### src/rtl/spc_ctl.sv
// ---------------------------------------------------------------------------
// spc_ctl : control block for the microcode subroutine (SPC) stack.
//
// Turns call/return and functional-destination/source requests into SPC
// memory strobes (swp/srp), pointer controls (spcnt/spush) and a stack
// occupancy count. A popped return address is captured in registers and
// announced with a one-cycle ret_valid pulse. Overflow, underflow and
// request conflicts are reported by sticky flags cleared with clr_err.
//
// Ports
//   clk, reset              clock, synchronous active-high reset
//   state_write/state_fetch microinstruction write / fetch phase strobes
//   call_req, dst_push      push requests (return address / L bus data)
//   ret_req, src_pop        pop requests (popj / M source with pop)
//   lpc                     next sequential microinstruction address
//   l_in                    L bus data for dst_push
//   spco                    SPC read data
//   clr_err                 clears ovf/unf/conflict
//   spcw                    SPC write data
//   spcnt, spush            pointer count enable and direction
//   swp, srp                SPC write pulse / read pulse
//   ret_pc, ret_flags       registered return address and flag bits
//   ret_valid               one-cycle pulse after ret_pc/ret_flags load
//   depth                   stack occupancy, 0..DEPTH
//   ovf, unf, conflict      sticky error flags
// ---------------------------------------------------------------------------
module spc_ctl #(
  parameter int PC_W  = 14,
  parameter int DEPTH = 32
) (
  input  logic                    clk,
  input  logic                    reset,
  input  logic                    state_write,
  input  logic                    state_fetch,
  input  logic                    call_req,
  input  logic                    ret_req,
  input  logic                    dst_push,
  input  logic                    src_pop,
  input  logic [PC_W-1:0]         lpc,
  input  logic [PC_W+4:0]         l_in,
  input  logic [PC_W+4:0]         spco,
  input  logic                    clr_err,
  output logic [PC_W+4:0]         spcw,
  output logic                    spcnt,
  output logic                    spush,
  output logic                    swp,
  output logic                    srp,
  output logic [PC_W-1:0]         ret_pc,
  output logic [4:0]              ret_flags,
  output logic                    ret_valid,
  output logic [$clog2(DEPTH):0]  depth,
  output logic                    ovf,
  output logic                    unf,
  output logic                    conflict
);

  localparam int DW = $clog2(DEPTH) + 1;
  localparam logic [DW-1:0] DEPTH_MAX = DW'(DEPTH);
  localparam logic [DW-1:0] DEPTH_ONE = DW'(1);
  localparam logic [DW-1:0] DEPTH_ZERO = DW'(0);

  typedef enum logic [1:0] {IDLE = 2'd0, PEND = 2'd1, DONE = 2'd2} state_t;
  typedef enum logic [1:0] {OP_NONE = 2'd0, OP_PUSH = 2'd1, OP_POP = 2'd2} op_t;

  state_t         state_r, state_nxt_s;
  op_t            op_r, op_req_s;
  logic           push_s, pop_s, accept_s, fetch_done_s;
  logic           ovf_set_s, unf_set_s, conflict_set_s;
  logic [DW-1:0]  depth_r;
  logic [PC_W-1:0] ret_pc_r;
  logic [4:0]     ret_flags_r;
  logic           ret_valid_r, ovf_r, unf_r, conflict_r;

  // Request decode: a pop always beats a simultaneous push.
  always_comb begin
    push_s   = call_req | dst_push;
    pop_s    = ret_req | src_pop;
    op_req_s = OP_NONE;
    if (pop_s) begin
      op_req_s = OP_POP;
    end else if (push_s) begin
      op_req_s = OP_PUSH;
    end else begin
      op_req_s = OP_NONE;
    end
    // A write is only taken from IDLE; a write seen in PEND means the fetch was missed.
    accept_s       = (state_r == IDLE) & state_write;
    fetch_done_s   = (state_r == PEND) & state_fetch;
    conflict_set_s = state_write & ((push_s & pop_s) | (state_r == PEND));
    ovf_set_s      = fetch_done_s & (op_r == OP_PUSH) & (depth_r == DEPTH_MAX);
    unf_set_s      = fetch_done_s & (op_r == OP_POP) & (depth_r == DEPTH_ZERO);
  end

  // SPC write data and memory strobes; data from the L bus takes precedence over lpc.
  always_comb begin
    spcw = {5'b00000, lpc};
    if (dst_push) begin
      spcw = l_in;
    end else begin
      spcw = {5'b00000, lpc};
    end
    swp = state_write & push_s & ~pop_s & ~reset;
    srp = state_write & pop_s & ~reset;
  end

  // FSM next state and pointer controls decoded from the current state.
  always_comb begin
    state_nxt_s = state_r;
    spcnt       = 1'b0;
    spush       = 1'b0;
    case (state_r)
      IDLE: begin
        if (accept_s && (op_req_s != OP_NONE)) begin
          state_nxt_s = PEND;
        end else begin
          state_nxt_s = IDLE;
        end
      end
      PEND: begin
        spcnt = ~reset;
        spush = ~reset & (op_r == OP_PUSH);
        if (state_fetch) begin
          state_nxt_s = DONE;
        end else begin
          state_nxt_s = PEND;
        end
      end
      DONE:    state_nxt_s = IDLE;
      default: state_nxt_s = IDLE;
    endcase
  end

  // FSM state and latched operation.
  always_ff @(posedge clk) begin
    if (reset) begin
      state_r <= IDLE;
      op_r    <= OP_NONE;
    end else begin
      state_r <= state_nxt_s;
      if (accept_s) begin
        op_r <= op_req_s;
      end
    end
  end

  // Occupancy count: saturates at both ends while the SPC pointer still moves.
  always_ff @(posedge clk) begin
    if (reset) begin
      depth_r <= DEPTH_ZERO;
    end else if (fetch_done_s && (op_r == OP_PUSH) && (depth_r != DEPTH_MAX)) begin
      depth_r <= depth_r + DEPTH_ONE;
    end else if (fetch_done_s && (op_r == OP_POP) && (depth_r != DEPTH_ZERO)) begin
      depth_r <= depth_r - DEPTH_ONE;
    end
  end

  // Return address capture at the write phase of an accepted pop, even when empty.
  always_ff @(posedge clk) begin
    if (reset) begin
      ret_pc_r    <= '0;
      ret_flags_r <= 5'b00000;
      ret_valid_r <= 1'b0;
    end else begin
      ret_valid_r <= accept_s & pop_s;
      if (accept_s && pop_s) begin
        ret_pc_r    <= spco[PC_W-1:0];
        ret_flags_r <= spco[PC_W+4:PC_W];
      end
    end
  end

  // Sticky error flags: a new error in the same cycle as clr_err is kept.
  always_ff @(posedge clk) begin
    if (reset) begin
      ovf_r      <= 1'b0;
      unf_r      <= 1'b0;
      conflict_r <= 1'b0;
    end else begin
      ovf_r      <= ovf_set_s      | (ovf_r      & ~clr_err);
      unf_r      <= unf_set_s      | (unf_r      & ~clr_err);
      conflict_r <= conflict_set_s | (conflict_r & ~clr_err);
    end
  end

  assign depth     = depth_r;
  assign ret_pc    = ret_pc_r;
  assign ret_flags = ret_flags_r;
  assign ret_valid = ret_valid_r;
  assign ovf       = ovf_r;
  assign unf       = unf_r;
  assign conflict  = conflict_r;

endmodule

### config.mk
export PLATFORM = sky130hd
export DESIGN_NAME = spc_ctl
export DESIGN_NICKNAME = d
export VERILOG_FILES = /design/src/rtl/spc_ctl.sv
export SDC_FILE = /design/constraint.sdc
export NUM_CORES = 1
export LEC_CHECK = 0
export ABC_AREA = 1
export CAP_MARGIN = 20
export CORE_ASPECT_RATIO = 1.4
export CORE_MARGIN = 2
export CORE_UTILIZATION = 42
export CTS_BUF_LIST = sky130_fd_sc_hd__clkbuf_4 sky130_fd_sc_hd__clkbuf_8
export DETAILED_ROUTE_END_ITERATION = 6
export GPL_TIMING_DRIVEN = 1
export PLACE_DENSITY = 0.88
export SKIP_LAST_GASP = 1
export SLEW_MARGIN = 20
export SYNTH_ARGS = -nofsm -noshare
export SYNTH_HDL_FRONTEND = slang
export SYNTH_SLANG_ARGS = --single-unit
### constraint.sdc
create_clock -name clk -period 4.1 [get_ports clk]
set_input_delay 0.615 -clock clk [delete_from_list [all_inputs] [get_ports clk]]
set_output_delay 0.615 -clock clk [all_outputs]
set_load 0.05 [all_outputs]
==> summary.txt, run 1 <==
Timing
  – RSZ-0062 raised after global routing: false
  – # setup viols final: 0
  – Setup WS post-layout: 0.9490 ns
  – Hold_ws: 0.4588 ns
  – Max-slew headroom: 64.51%
  – Min Tclk post-route: 3.151 ns
  – Final hold violation count: 0
  – Skew final: 0.005171 ns
  – Fmax achieved: 317.4 MHz
  – Period utilisation layout: 76.85%
  – Slew Limit Fails: 0
  – Sum of negative setup slack: 0 ns
  – Worst-Margin Slew: 0.5306 ns

Logic synthesis
  – Synth Instances: 249
  – Synth top area share: 35.27%
  – Mean Syn Cell Area: 7.522 µm²
  – Syn Nets: 315
  – Netlist cell types: 30
  – Synth Register Bits: 33
  – Area contributors post-synth: dfxtp_1 35%, nand2_1 15%, nand2_4 7.2%
  – Register area share after synthesis: 35.27%
  – Cell taking the most area after synthesis: dfxtp_1
  – Synth warnings: 0
  – Synthesized area: 0.001873 mm²

Finish
  – Number of fill cells: 346
  – Share of layout cells above drive strength 1: 12.53%
  – Multi-input gate area: 0.001045 mm²
  – FF+latch area: 660.6 µm²
  – Inserted Diodes: 0
  – Final instance area: 0.003082 mm²
  – P&R area growth vs syn: 64.53%
  – Layout Nets: 424

Clock tree
  – Resize count post-CTS: 0
  – H-tree Lvls: 2
  – CTS tree: yes
  – Clock tree buffer depth: 2
  – Setup Fix Bufs, Post-CTS: 0
  – Clock sinks: 33
  – Clock Tree Root: clkbuf_8
  – Clock slew at reported path FFs: 0.06 ns
  – Hold Buf Count CTS: 0
  – Clk Latency, worst-skew pair: between 0.2 and 0.3 ns
  – Total CTS buffers: 5

Drt
  – TritonRoute pass-1 iters: 4
  – Vias per cell: around 4.7
  – Residual DRC: 0
  – WL final: 4996 µm
  – Iteration-0 DRC Markers: 82
  – DR WL/cell: 11.92 µm
  – Via count: 1984
  – ANT nets after route: 0

Power and ir drop
  – Clock power frac: between 20% and 30%
  – Max IR drop VDD: between 150 and 200 µV
  – Reg power frac: 37.8%
  – Power Internal: 0.6169 mW
  – P_leak: 1.288 nW
  – P_sw: 0.3235 mW
  – Cell Pwr Density: approximately 300 mW/mm²
  – Combinational share of power: 36.0%
  – Net Sw Frac: 34.40%

Floorplanning
  – Core Rows: 28
  – Die area: 0.005017 mm²
  – Starting Density: between 40% and 50%
  – Core Region: 0.004274 mm²
  – Io pins: 113
  – Height of the die: 83.02 µm
  – Die X: 60.44 µm

Worst setup path
  – WS Path Type: in -> out
  – Critical path arrival: 2.54 ns
  – Crit start category: input pin
  – Worst reg2reg path depth: 11
  – Critical Path End: spcw[8]
  – Reg-to-Reg End: depth[5]$_SDFFE_PP0P_
  – Critical path required time: 3.48 ns
  – RR Startpoint: depth[0]$_SDFFE_PP0P_
  – CP max FO: 21
  – Crit. End Element: output pin
  – Flop2flop setup slack: ~2.3 ns
  – Worst Setup SP: dst_push

Global routing
  – Antenna violations before repair: 0
  – First-pass GRT wire length: 8314 µm
  – Vias in the first global route: 1972
  – GRT Resource Usage Total: 20.64%
  – GR Overflow Total: 0
  – Largest net degree at the start of global routing: 23

Job
  – Max_cap viols: 0

Status
  – Status: finished, final reports clean

Placed design
  – Place WS: 0.9588 ns
  – Placed Instance Area: approximately 0.003 mm²
  – Hpwl dp: 3969 µm
  – Port bufs: 112
  – Global placer's final weighted congestion: 0.8290

Hold path
  – WHS Path Cells: 2
  – HP Class: reg -> reg
==> cells in the mapped netlist, drive strengths merged <==
master   n
inv     19
ha       4
nand3   27
xor2     1
o21ai    6
nor2    21
nand2   90
clkbuf   2
o41ai    1
dfxtp   33
a21oi   30
nor3     1
fa       1
buf     10
xnor2    2
o32ai    1
==> worst min-delay path by stage <==
stage | start | end | slack, ns
5_1_grt | ret_pc[10]$_SDFFE_PP0P_ | ret_pc[10]$_SDFFE_PP0P_ | 0.48
3_3_place_gp | ret_pc[3]$_SDFFE_PP0P_ | ret_pc[3]$_SDFFE_PP0P_ | 0.45
2_1_floorplan | op_r[1]$_SDFFE_PP0P_ | op_r[1]$_SDFFE_PP0P_ | 0.46
6_report | ret_pc[3]$_SDFFE_PP0P_ | ret_pc[3]$_SDFFE_PP0P_ | 0.46
3_5_place_dp | ret_pc[3]$_SDFFE_PP0P_ | ret_pc[3]$_SDFFE_PP0P_ | 0.45
4_1_cts | ret_pc[3]$_SDFFE_PP0P_ | ret_pc[3]$_SDFFE_PP0P_ | 0.46
==> critical path, cell delays in order <==
cell and delay (ns):
clkdlybuf4s50_1 0.40, buf_4 0.20, inv_1 0.33, nand2_1 0.09
nand2_1 0.08, clkdlybuf4s50_1 0.80
==> power groups by stage <==
stage               Sequential [mW]  Combinational, mW  Clock, mW
global placement              0.361              0.337          0
floorplan                     0.415              0.161          0
CTS                           0.355              0.341      0.253
finish                        0.355              0.339      0.247
global route                  0.357              0.361      0.269
detailed placement            0.362              0.340          0
==> cells by family after synthesis <==
group                    after synthesis  share of synthesized area [%]
AO/OA/AOI/OAI                         38                          12.56
XOR/XNOR                               3                          1.403
AND/OR/NAND/NOR                      139                          38.08
flip-flops                            33                          35.27
buffers and inverters                 31                          8.952
adder cells (fa/ha/maj)                5                          3.741
==> cell usage in the layout (no fill, tap or decap), types with 10 or more instances in the layout <==
| master | n |
|---|---|
| clkdlybuf4s50_1 | 112 |
| nand2_1 | 75 |
| dfxtp_1 | 33 |
| nand3_1 | 23 |
| a21oi_1 | 20 |
| nor2_1 | 18 |
| inv_1 | 16 |
| nand2_4 | 12 |
| a21oi_2 | 10 |
==> layout make-up <==
class / count / area share, %
tap: 60 / 2.436
sequential: 33 / 21.44
inverter: 19 / 2.395
clock buffer: 8 / 2.964
timing repair buffer: 114 / 36.87
multi-input combinational: 185 / 33.90
==> layer usage <==
layer	global-route usage [%]	share of wire, %	up-vias
li1	-	-	1015
met1	22.38	40	891
met2	37.25	52	71
met3	5.452	6.8	7
met4	6.522	1.4	0
met5	0	0	-
==> flip-flops by register name (all words and copies together), names as in the netlist <==
register	cells
ovf	1
ret_pc	14
depth	6
conflict	1
unf	1
ret_valid	1
op_r	2
state_r	2
ret_flags	5
==> per-stage QoR <==
stage / std cells / util [%] / power [mW]
after global routing: 419 / 72.10 / 0.9871
after CTS: 419 / 72.10 / 0.9490
after detailed placement: 411 / 69.96 / 0.7018
final: 419 / 72.10 / 0.9404
after floorplan: 249 / - / 0.5766
after global placement: 411 / 69.96 / 0.6978
Power figures use the tool's default switching activity.
==> run 2, diff against run 1 <==
CORE_UTILIZATION = 39   (was 42)
PLACE_DENSITY = 0.82   (was 0.88)
clock period = 3.15 ns   (was 4.1 ns; I/O delays follow)
==> summary.txt, run 2 (same netlist as run 1, synthesis figures left out) <==
Placed design
  – Global placer's final weighted congestion: 0.7637 (-7.9%)
  – Post-Place Cells: 414 (+0.73%)
  – Placed Instance Area: 0.003068 mm² (+2.6%)
  – Hpwl dp: 4239 µm (+6.8%)
  – Port bufs: 112 (unchanged)
  – Place WS: 0.6818 ns (-0.2769 ns)

Worst setup path
  – Critical-path top delay cell: clkdlybuf4s50_1
  – Critical path's largest stage delay: 0.79 ns (about the same)
  – Critical path required time: 2.68 ns (-0.80 ns)
  – Critical Path End: spcw[16]
  – Worst Setup SP: dst_push
  – WS Path Type: in -> out
  – CP cell instances: clkdlybuf4s50_1 -> nand2_1 -> inv_1 -> clkdlybuf4s50_1
  – Path length in cells of the critical path: 4 (-2)
  – CP Buf/Inv Count: 3 (-1)
  – Reg-to-Reg End: depth[5]$_SDFFE_PP0P_
  – CP max FO: 6 (-71%)
  – Crit start category: input pin
  – Kind of cell adding the most delay to the critical path: buffers and inverters
  – Crit-path most repeated cell: clkdlybuf4s50_1
  – Flop2flop setup slack: 1.34 ns (-0.97 ns)
  – RR Startpoint: depth[0]$_SDFFE_PP0P_
  – Critical path arrival: 1.99 ns (-0.55 ns)
  – Worst reg2reg path depth: 11 (unchanged)
  – Crit. End Element: output pin

Finish
  – Final instance area: 0.003169 mm² (+2.8%)
  – Multi-input gate area: 0.001045 mm² (unchanged)
  – Number of fill cells: 389 (+12%)
  – P&R area growth vs syn: 69.21%
  – Final core occ: 69.32% (-2.8 points)
  – Final non-filler cell total: 422 (+0.72%)
  – Layout Nets: 425 (+0.24%)
  – Inserted Diodes: 0 (unchanged)
  – Max reg flops: 14 (unchanged)
  – Leading cell types in the layout, fill and taps excluded: 94 x clkdlybuf4s50_1, 75 x nand2_1, 33 x dfxtp_1, 23 x nand3_1, 20 x a21oi_1
  – Share of layout cells above drive strength 1: 17.78% (+5.2 points)
  – FF+latch area: 660.6 µm² (unchanged)
  – Commonest non-fill, non-tap cell in the layout: clkdlybuf4s50_1

Drt
  – Via count: 1986 (+0.10%)
  – WL final: 5390 µm (+7.9%)
  – TritonRoute pass-1 iters: 6 (+2)
  – Iteration-0 DRC Markers: 67 (-18%)
  – Residual DRC: 0 (unchanged)
  – Vias per cell: 4.706 (-0.61%)
  – DR WL/cell: 12.77 µm (+7.1%)
  – ANT nets after route: 0 (unchanged)

Timing
  – Slew Limit Fails: 0 (unchanged)
  – Fmax achieved: 406.5 MHz
  – Sum of negative setup slack: 0 ns (unchanged)
  – Skew final: 0.006762 ns (+0.001591 ns)
  – Final hold violation count: 0 (unchanged)
  – Worst-Margin Slew: 0.5291 ns (-0.001484 ns)
  – Period utilisation layout: 78.10%
  – RSZ-0062 raised after global routing: false
  – # setup viols final: 0 (unchanged)
  – Setup WS post-layout: 0.6897 ns (-0.2592 ns)
  – Hold_ws: 0.4623 ns (+0.003491 ns)
  – Max-slew headroom: 64.61% (+0.099 points)
  – Min Tclk post-route: roughly 2.5 ns

Clock tree
  – H-tree Lvls: 2 (unchanged)
  – Clock tree buffer depth: 2 (unchanged)
  – Setup Fix Bufs, Post-CTS: 0 (unchanged)
  – Clock Tree Root: clkbuf_8
  – CTS tree: yes
  – Clock slew at reported path FFs: 0.06 ns (about the same)
  – Total CTS buffers: 5 (unchanged)
  – Hold Buf Count CTS: 0 (unchanged)
  – Clk Latency, worst-skew pair: 0.28 ns (about the same)
  – Clock sinks: 33 (unchanged)
  – Resize count post-CTS: 0 (unchanged)

Status
  – Status: finished, final reports clean

Power and ir drop
  – Reg power frac: 36.5% (-1.3 points)
  – Combinational share of power: 36.3% (+0.3 points)
  – Pwr Total: 1.266 mW (+35%)
  – Power Internal: 0.8298 mW (+35%)
  – Max IR drop VDD: 251.3 µV (+52%)
  – P_sw: 0.4359 mW (+35%)
  – Cell Pwr Density: 399.4 mW/mm² (+31%)
  – P_leak: 1.353 nW (+5.1%)
  – Net Sw Frac: 34.44% (+0.040 points)
  – Clock power frac: 27.2% (+1.0 points)

Global routing
  – GRT Resource Usage Total: 20.78% (+0.15 points)
  – GRT busiest layer: met2
  – Met3 Track Usage GR: 3.675% (-1.8 points)
  – First-pass GRT wire length: 9128 µm (+9.8%)
  – Largest net degree at the start of global routing: 23 (unchanged)
  – Antenna violations before repair: 0 (unchanged)
  – Routing usage on met1: 25.28% (+2.9 points)
  – M2 GR Usage: 36.95% (-0.30 points)
  – Vias in the first global route: 1935 (-1.9%)
  – GR Overflow Total: 0 (unchanged)

Hold path
  – HP Class: reg -> reg

Floorplanning
  – Starting Density: 40.97% (-2.9 points)
  – Core Rows: 29 (+3.6%)
  – Die X: 62.57 µm (+3.5%)
  – Die area: 0.005381 mm² (+7.2%)
  – Core Region: 0.004572 mm² (+7.0%)
  – Height of the die: 86 µm (+3.6%)
  – Io pins: 113 (unchanged)

Job
  – Max_cap viols: 0 (unchanged)
==> run 2: cell count changes in the layout (fill, tap and decap cells not counted) <==
cell,previous run,this run
clkbuf_4,3,0
buf_4,2,12
clkinv_2,0,1
clkbuf_8,5,7
clkdlybuf4s50_1,112,94
buf_12,0,9
==> run 2: worst min path at each step <==
stage,startpoint,to,slack (ns),cells after the start
after floorplan,op_r[1]$_SDFFE_PP0P_,op_r[1]$_SDFFE_PP0P_,0.46,2
after global placement,ret_pc[11]$_SDFFE_PP0P_,ret_pc[11]$_SDFFE_PP0P_,0.45,2
after detailed placement,ret_pc[5]$_SDFFE_PP0P_,ret_pc[5]$_SDFFE_PP0P_,0.45,2
after CTS,ret_pc[5]$_SDFFE_PP0P_,ret_pc[5]$_SDFFE_PP0P_,0.46,2
after global routing,ret_pc[8]$_SDFFE_PP0P_,ret_pc[8]$_SDFFE_PP0P_,0.48,2
final,ret_pc[4]$_SDFFE_PP0P_,ret_pc[4]$_SDFFE_PP0P_,0.46,2
==> run 2: per-layer routing <==
layer,routed length (µm),share of wire (%),vias to the layer above
met2,2785,52,68
met5,0,0,-
met4,99,1.8,0
li1,-,-,1015
met1,2257,42,893
met3,247,4.6,10
==> run 2: tightest hold or removal path, cell delays in order (launching register included) <==
cell and delay, ns:
dfxtp_1 0.31, nand2_1 0.06, a21oi_1 0.05
==> run 2: layout make-up <==
cell class | count | area share, %
Clock buffer | 7 | 3.040
Clock inverter | 1 | 0.1579
Inverter | 19 | 2.329
Multi-Input combinational cell | 185 | 32.96
Sequential cell | 33 | 20.84
Tap cell | 62 | 2.448
Timing Repair Buffer | 115 | 38.22
==> run 2: power groups by stage <==
stage          clock network (mW)  registers [mW]  logic [mW]
3_3_place_gp                    0           0.470       0.457
2_1_floorplan                   0           0.541       0.210
6_report                    0.345           0.462       0.459
4_1_cts                     0.354           0.462       0.462
3_5_place_dp                    0           0.471       0.459
5_1_grt                     0.373           0.465       0.486
==> run 3, diff against run 2 <==
clock period = 2.5 ns   (was 3.15 ns; I/O delays follow)
==> summary.txt, run 3 (same netlist as run 1, synthesis figures left out) <==
Clock tree
  – Clock Tree Root: clkbuf_8
  – Total CTS buffers: 5 (unchanged)
  – Resize count post-CTS: 0 (unchanged)
  – Clk Latency, worst-skew pair: 0.28 ns (about the same)
  – Clock slew at reported path FFs: 0.07 ns (about the same)
  – Hold Buf Count CTS: 0 (unchanged)
  – Clock sinks: 33 (unchanged)
  – Setup Fix Bufs, Post-CTS: 0 (unchanged)
  – CTS tree: yes
  – H-tree Lvls: 2 (unchanged)
  – Clock tree buffer depth: 2 (unchanged)

Timing
  – Slew Limit Fails: 0 (unchanged)
  – Max-slew headroom: 64.22% (-0.40 points)
  – Min Tclk post-route: 2.014 ns
  – Skew final: 0.007493 ns (+0.0007303 ns)
  – RSZ-0062 raised after global routing: false
  – Final hold violation count: 0 (unchanged)
  – Worst-Margin Slew: 0.5351 ns (+0.005914 ns)
  – # setup viols final: 0 (unchanged)
  – Period utilisation layout: 80.58%
  – Fmax achieved: 496.4 MHz
  – Sum of negative setup slack: 0 ns (unchanged)
  – Setup WS post-layout: 0.4856 ns (-0.2041 ns)

Finish
  – Share of layout cells above drive strength 1: 19.17% (+1.4 points)
  – Inserted Diodes: 0 (unchanged)
  – P&R area growth vs syn: 77.09%
  – Final instance area: 0.003317 mm² (+4.7%)
  – Max reg flops: 14 (unchanged)
  – Leading cell types in the layout, fill and taps excluded: 89 x clkdlybuf4s50_1, 75 x nand2_1, 33 x dfxtp_1, 23 x nand3_1, 23 x buf_12
  – Layout Nets: 425 (unchanged)
  – Commonest non-fill, non-tap cell in the layout: clkdlybuf4s50_1
  – Number of fill cells: 345 (-11%)

Drt
  – Residual DRC: 0 (unchanged)
  – DR WL/cell: 13.76 µm (+7.8%)
  – TritonRoute pass-1 iters: 6 (unchanged)
  – Iteration-0 DRC Markers: 106 (+58%)
  – WL final: 5808 µm (+7.8%)
  – ANT nets after route: 0 (unchanged)
  – Vias per cell: 4.694 (-0.25%)
  – Via count: 1981 (-0.25%)

Worst setup path
  – Crit start category: input pin
  – WS Path Type: in -> reg
  – RR Startpoint: depth[1]$_SDFFE_PP0P_
  – Worst Setup SP: state_fetch
  – Crit-path most repeated cell: nand2_1
  – Crit. End Element: flip-flop
  – CP max FO: 8 (+2)
  – Critical path required time: 2.68 ns (about the same)
  – Critical path arrival: 2.19 ns (+0.20 ns)
  – Kind of cell adding the most delay to the critical path: simple AND/OR/NAND/NOR gates
  – CP cell instances: clkdlybuf4s50_1 -> nand3_4 -> nor2_4 -> nand2_4 -> ha_1 -> nand2_1 -> inv_1 -> nand3_1 -> nand2_1 -> nand2_1 -> a21oi_1 -> nor2_1
  – CP Buf/Inv Count: 2 (-1)
  – Critical-path top delay cell: clkdlybuf4s50_1
  – Critical path's largest stage delay: 0.53 ns (-0.26 ns)

Floorplanning
  – Height of the die: 86 µm (unchanged)
  – Die area: 0.005381 mm² (unchanged)
  – Die X: 62.57 µm (unchanged)
  – Starting Density: 40.97% (unchanged)
  – Io pins: 113 (unchanged)
  – Core Rows: 29 (unchanged)
  – Core Region: 0.004572 mm² (unchanged)

Global routing
  – GRT Resource Usage Total: 22.67% (+1.9 points)
  – Largest net degree at the start of global routing: 23 (unchanged)
  – GR Overflow Total: 0 (unchanged)
  – Antenna violations before repair: 0 (unchanged)
  – First-pass GRT wire length: 9701 µm (+6.3%)
  – Vias in the first global route: 2014 (+4.1%)

Hold path
  – HP Class: reg -> reg
  – Hold Crit Start: ret_pc[6]$_SDFFE_PP0P_

Placed design
  – Port bufs: 112 (unchanged)
  – Placed Instance Area: 0.003231 mm² (+5.3%)
  – Place WS: 0.2196 ns (-0.4622 ns)
  – Hpwl dp: 4522 µm (+6.7%)
  – Global placer's final weighted congestion: 0.8331 (+9.1%)

Job
  – Max_cap viols: 0 (unchanged)

Power and ir drop
  – Cell Pwr Density: 481.2 mW/mm² (+20%)
  – P_leak: 1.412 nW (+4.3%)
  – Max IR drop VDD: 267.9 µV (+6.6%)

Status
  – Status: finished, final reports clean
==> run 3: changes by cell type in the layout (fill, tap and decap cells not counted), sizes merged <==
cell	before	now
buf	21	26
clkbuf	7	6
clkdlybuf4s50	94	89
clkinv	1	2
==> run 3: final timing paths <==
| kind | endpoint | slack (ns) | cells past startpoint |
|---|---|---|---|
| worst max-delay path | depth[5]$_SDFFE_PP0P_ | 0.49 | 12 |
| worst min-delay path | ret_pc[6]$_SDFFE_PP0P_ | 0.46 | 2 |
| worst max register to register | depth[5]$_SDFFE_PP0P_ | 0.68 | 11 |
| worst min register to register | ret_pc[6]$_SDFFE_PP0P_ | 0.46 | 2 |
==> run 3: area by class of cell <==
type | instances | area (µm²) | area share [%]
repair buffers | 115 | 1374 | 41.42
multi-input cells | 185 | 1045 | 31.50
flip-flops and latches | 33 | 660.6 | 19.92
well taps | 62 | 77.57 | 2.339
clock buffers | 6 | 76.32 | 2.301
inverters | 19 | 73.82 | 2.226
clock inverters | 2 | 10.01 | 0.3018
==> run 3: power breakdown <==
| part | switching, mW | leakage (nW) | internal, mW | total (mW) |
|---|---|---|---|---|
| logic | 0.351 | 1.09 | 0.277 | 0.628 |
| clock network | 0.182 | 0.0484 | 0.203 | 0.386 |
| registers | 0.0257 | 0.270 | 0.557 | 0.583 |
==> run 3: stage by stage <==
step	hold WS [ns]	util, %	std cells	power, mW
after global placement	0.4483	70.66	414	1.214
final	0.4643	72.55	422	1.596
after CTS	0.4699	72.55	422	1.613
after global routing	0.4921	72.55	422	1.676
after detailed placement	0.4596	70.66	414	1.222
after floorplan	0.4572	-	249	0.9457
==> run 3: worst register-to-register path: stages (launching register included) <==
cell and delay [ns]:
dfxtp_1 0.45, nor2_1 0.12, nand3_2 0.11, nand2_4 0.10
ha_1 0.36, nand2_1 0.06, inv_1 0.06, nand3_1 0.10
nand2_1 0.08, nand2_1 0.06, a21oi_1 0.16, nor2_1 0.06
==> run 3: layer usage <==
metal	global-route usage (%)	wire length (µm)	share of wire (%)	vias up
li1	-	-	-	1017
met1	24.41	2193	38	895
met2	42.91	3274	56	61
met3	4.724	247	4.3	8
met4	8.889	92	1.6	0
met5	0	0	0	-
==> RTL edit, RTL diff (settings of run 3) <==
Register the output `spcw`, cleared by the reset; this adds one clock of latency there. The other outputs are not delayed to match.
--- a/src/rtl/spc_ctl.sv
+++ b/src/rtl/spc_ctl.sv
@@ -62,6 +62,8 @@
   typedef enum logic [1:0] {IDLE = 2'd0, PEND = 2'd1, DONE = 2'd2} state_t;
   typedef enum logic [1:0] {OP_NONE = 2'd0, OP_PUSH = 2'd1, OP_POP = 2'd2} op_t;
 
+  logic [PC_W+4:0] spcw_d;
+
   state_t         state_r, state_nxt_s;
   op_t            op_r, op_req_s;
   logic           push_s, pop_s, accept_s, fetch_done_s;
@@ -93,11 +95,11 @@
 
   // SPC write data and memory strobes; data from the L bus takes precedence over lpc.
   always_comb begin
-    spcw = {5'b00000, lpc};
+    spcw_d = {5'b00000, lpc};
     if (dst_push) begin
-      spcw = l_in;
-    end else begin
-      spcw = {5'b00000, lpc};
+      spcw_d = l_in;
+    end else begin
+      spcw_d = {5'b00000, lpc};
     end
     swp = state_write & push_s & ~pop_s & ~reset;
     srp = state_write & pop_s & ~reset;
@@ -190,5 +192,13 @@
   assign unf       = unf_r;
   assign conflict  = conflict_r;
 
+  always_ff @(posedge clk) begin
+    if (reset) begin
+      spcw <= '0;
+    end else begin
+      spcw <= spcw_d;
+    end
+  end
+
 endmodule
 
Behaviour: not the same (a bounded check fails within 4 cycles, from zero or initial values and one cycle with reset high).
==> RTL edit against run 3 <==
Sequential power grew 54%. Critical endpoint unchanged. Cell count grew 8.5%. Wire length grew 1.5%. Sequential cell count grew 19. Synthesized cell count grew 12%. Global-route usage shrank 3.2 points. Worst setup slack lost 110 ps. Count of clock-buffer cells in the layout shrank 1. Die area grew 14%. Power grew 30%. Clock skew shrank 0.96 ps. Synthesized area grew 14%. Final area grew 5.7%. Clock power grew 77%.
==> RTL edit: results (changes against run 3) <==
[outcome]
outcome = complete, no violations

[clock_network]
clk_pin_slew_worst_paths_ps = 90  ; +20 ps
insertion_delay_ps = 300  ; +20 ps

[detailed_routing]
drt_iter0_drc = 104  ; -1.9%
vias_per_cell = 4.880  ; +4.0%
drt_wl_total_um = 5898  ; +1.5%

[worst_setup_path]
slowest_delay_ps = 510  ; -20 ps
arrival_ps = 2330  ; +140 ps
r2r_slack_ps = 540  ; -140 ps
crit_fanout = 10  ; +2

[global_route]
grtUsageTotal_pct = 19.50  ; -3.2 points
grt_max_degree = 24  ; +4.3%
grt_first_pass_wirelength_um = 9487  ; -2.2%
grt_pass1_vias = 2127  ; +5.6%
antenna_found_initial = 0  ; unchanged

[final_layout]
largest_register_ffs = 19  ; +5
nets = 457  ; +7.5%
drive_gt1_share_pct = 7.908  ; -11 points
fill_cells = 442  ; +28%

[pwr]
p_leak_nw = 1.410  ; -0.14%
vdd_ir_drop_max_mv = 0.3668  ; +37%

[yosys]
synth_common_cells = dfxtp_1 (52), nor2_1 (52), nand2_1 (46)
yosysSeqAreaShare_pct = 48.57  ; +13 points
synthTopCellsByArea = dfxtp_1 (49%), nor2_1 (9.1%), nand2_1 (8.1%)
synth_nets = 345  ; +9.5%

[sta]
slew_headroom_pct = 63.33  ; -0.89 points
fin_worst_skew_ps = 6.530  ; -0.9623 ps

[placed_design]
gp_congestion = 0.8018  ; -3.8%
dpl.hpwl_um = 4591  ; +1.5%
placed_cell_area_um2 = 3368  ; +4.3%

==> RTL edit: per-stage QoR <==
step           power (mW)  setup WS (ps)  util (%)  std cells
2_1_floorplan       1.196          221.4         -        279
5_1_grt             2.177          148.0     66.95        458
3_3_place_gp        1.409          160.0     64.33        450
3_5_place_dp        1.418          70.76     64.33        450
4_1_cts             2.104          393.5     66.95        458
6_report            2.082          377.7     66.95        458
==> RTL edit: report_power, final <==
group	internal (mW)	leakage, nW	total (mW)	switching (mW)
clock network	0.403	0.0687	0.684	0.282
logic	0.211	0.914	0.502	0.291
registers	0.875	0.428	0.896	0.0214
total	1.49	1.41	2.08	0.594
==> RTL edit: critical path: cells and delay by family <==
family | cells | cell delay (ps)
simple gates | 11 | 990
fa+ha+maj | 1 | 380
buf+inv | 2 | 580
==> RTL edit: how the worst min path moves through the flow <==
stage | start | endpoint | slack, ps
6_report | ret_pc[4] | ret_pc[4] | 470
3_3_place_gp | ret_pc[7] | ret_pc[7] | 450
3_5_place_dp | ret_pc[4] | ret_pc[4] | 450
2_1_floorplan | op_r[0] | op_r[0] | 440
5_1_grt | ret_flags[0] | ret_flags[0] | 490
4_1_cts | ret_pc[4] | ret_pc[4] | 470
==> RTL edit: area by class of cell <==
cell class / instances / area, um2 / share of cell area (%)
clock inverters: 3 / 68.82 / 1.963
inverters: 18 / 67.56 / 1.927
multi-input cells: 195 / 963.4 / 27.48
well taps: 66 / 82.58 / 2.355
repair buffers: 119 / 1214 / 34.62
flip-flops and latches: 52 / 1041 / 29.69
clock buffers: 5 / 68.82 / 1.963
==> RTL edit: metal layers <==
metal / track usage, % / wire length (um)
met5: 0 / 0
met4: 7.483 / 93
met3: 4.417 / 475
met2: 34.50 / 3010
met1: 22.10 / 2319
==> RTL edit: kinds of logic (layout without fill, tap and decap cells) <==
family	Yosys count	after routing	synth area share, %
and+or+nand+nor	134	134	27.50
AOI/OAI and AO/OA	53	53	12.96
DFF	52	52	48.57
buffers and inverters	32	145	6.480
adders and majority gates	5	5	3.269
xor gates and xnor gates	3	3	1.226
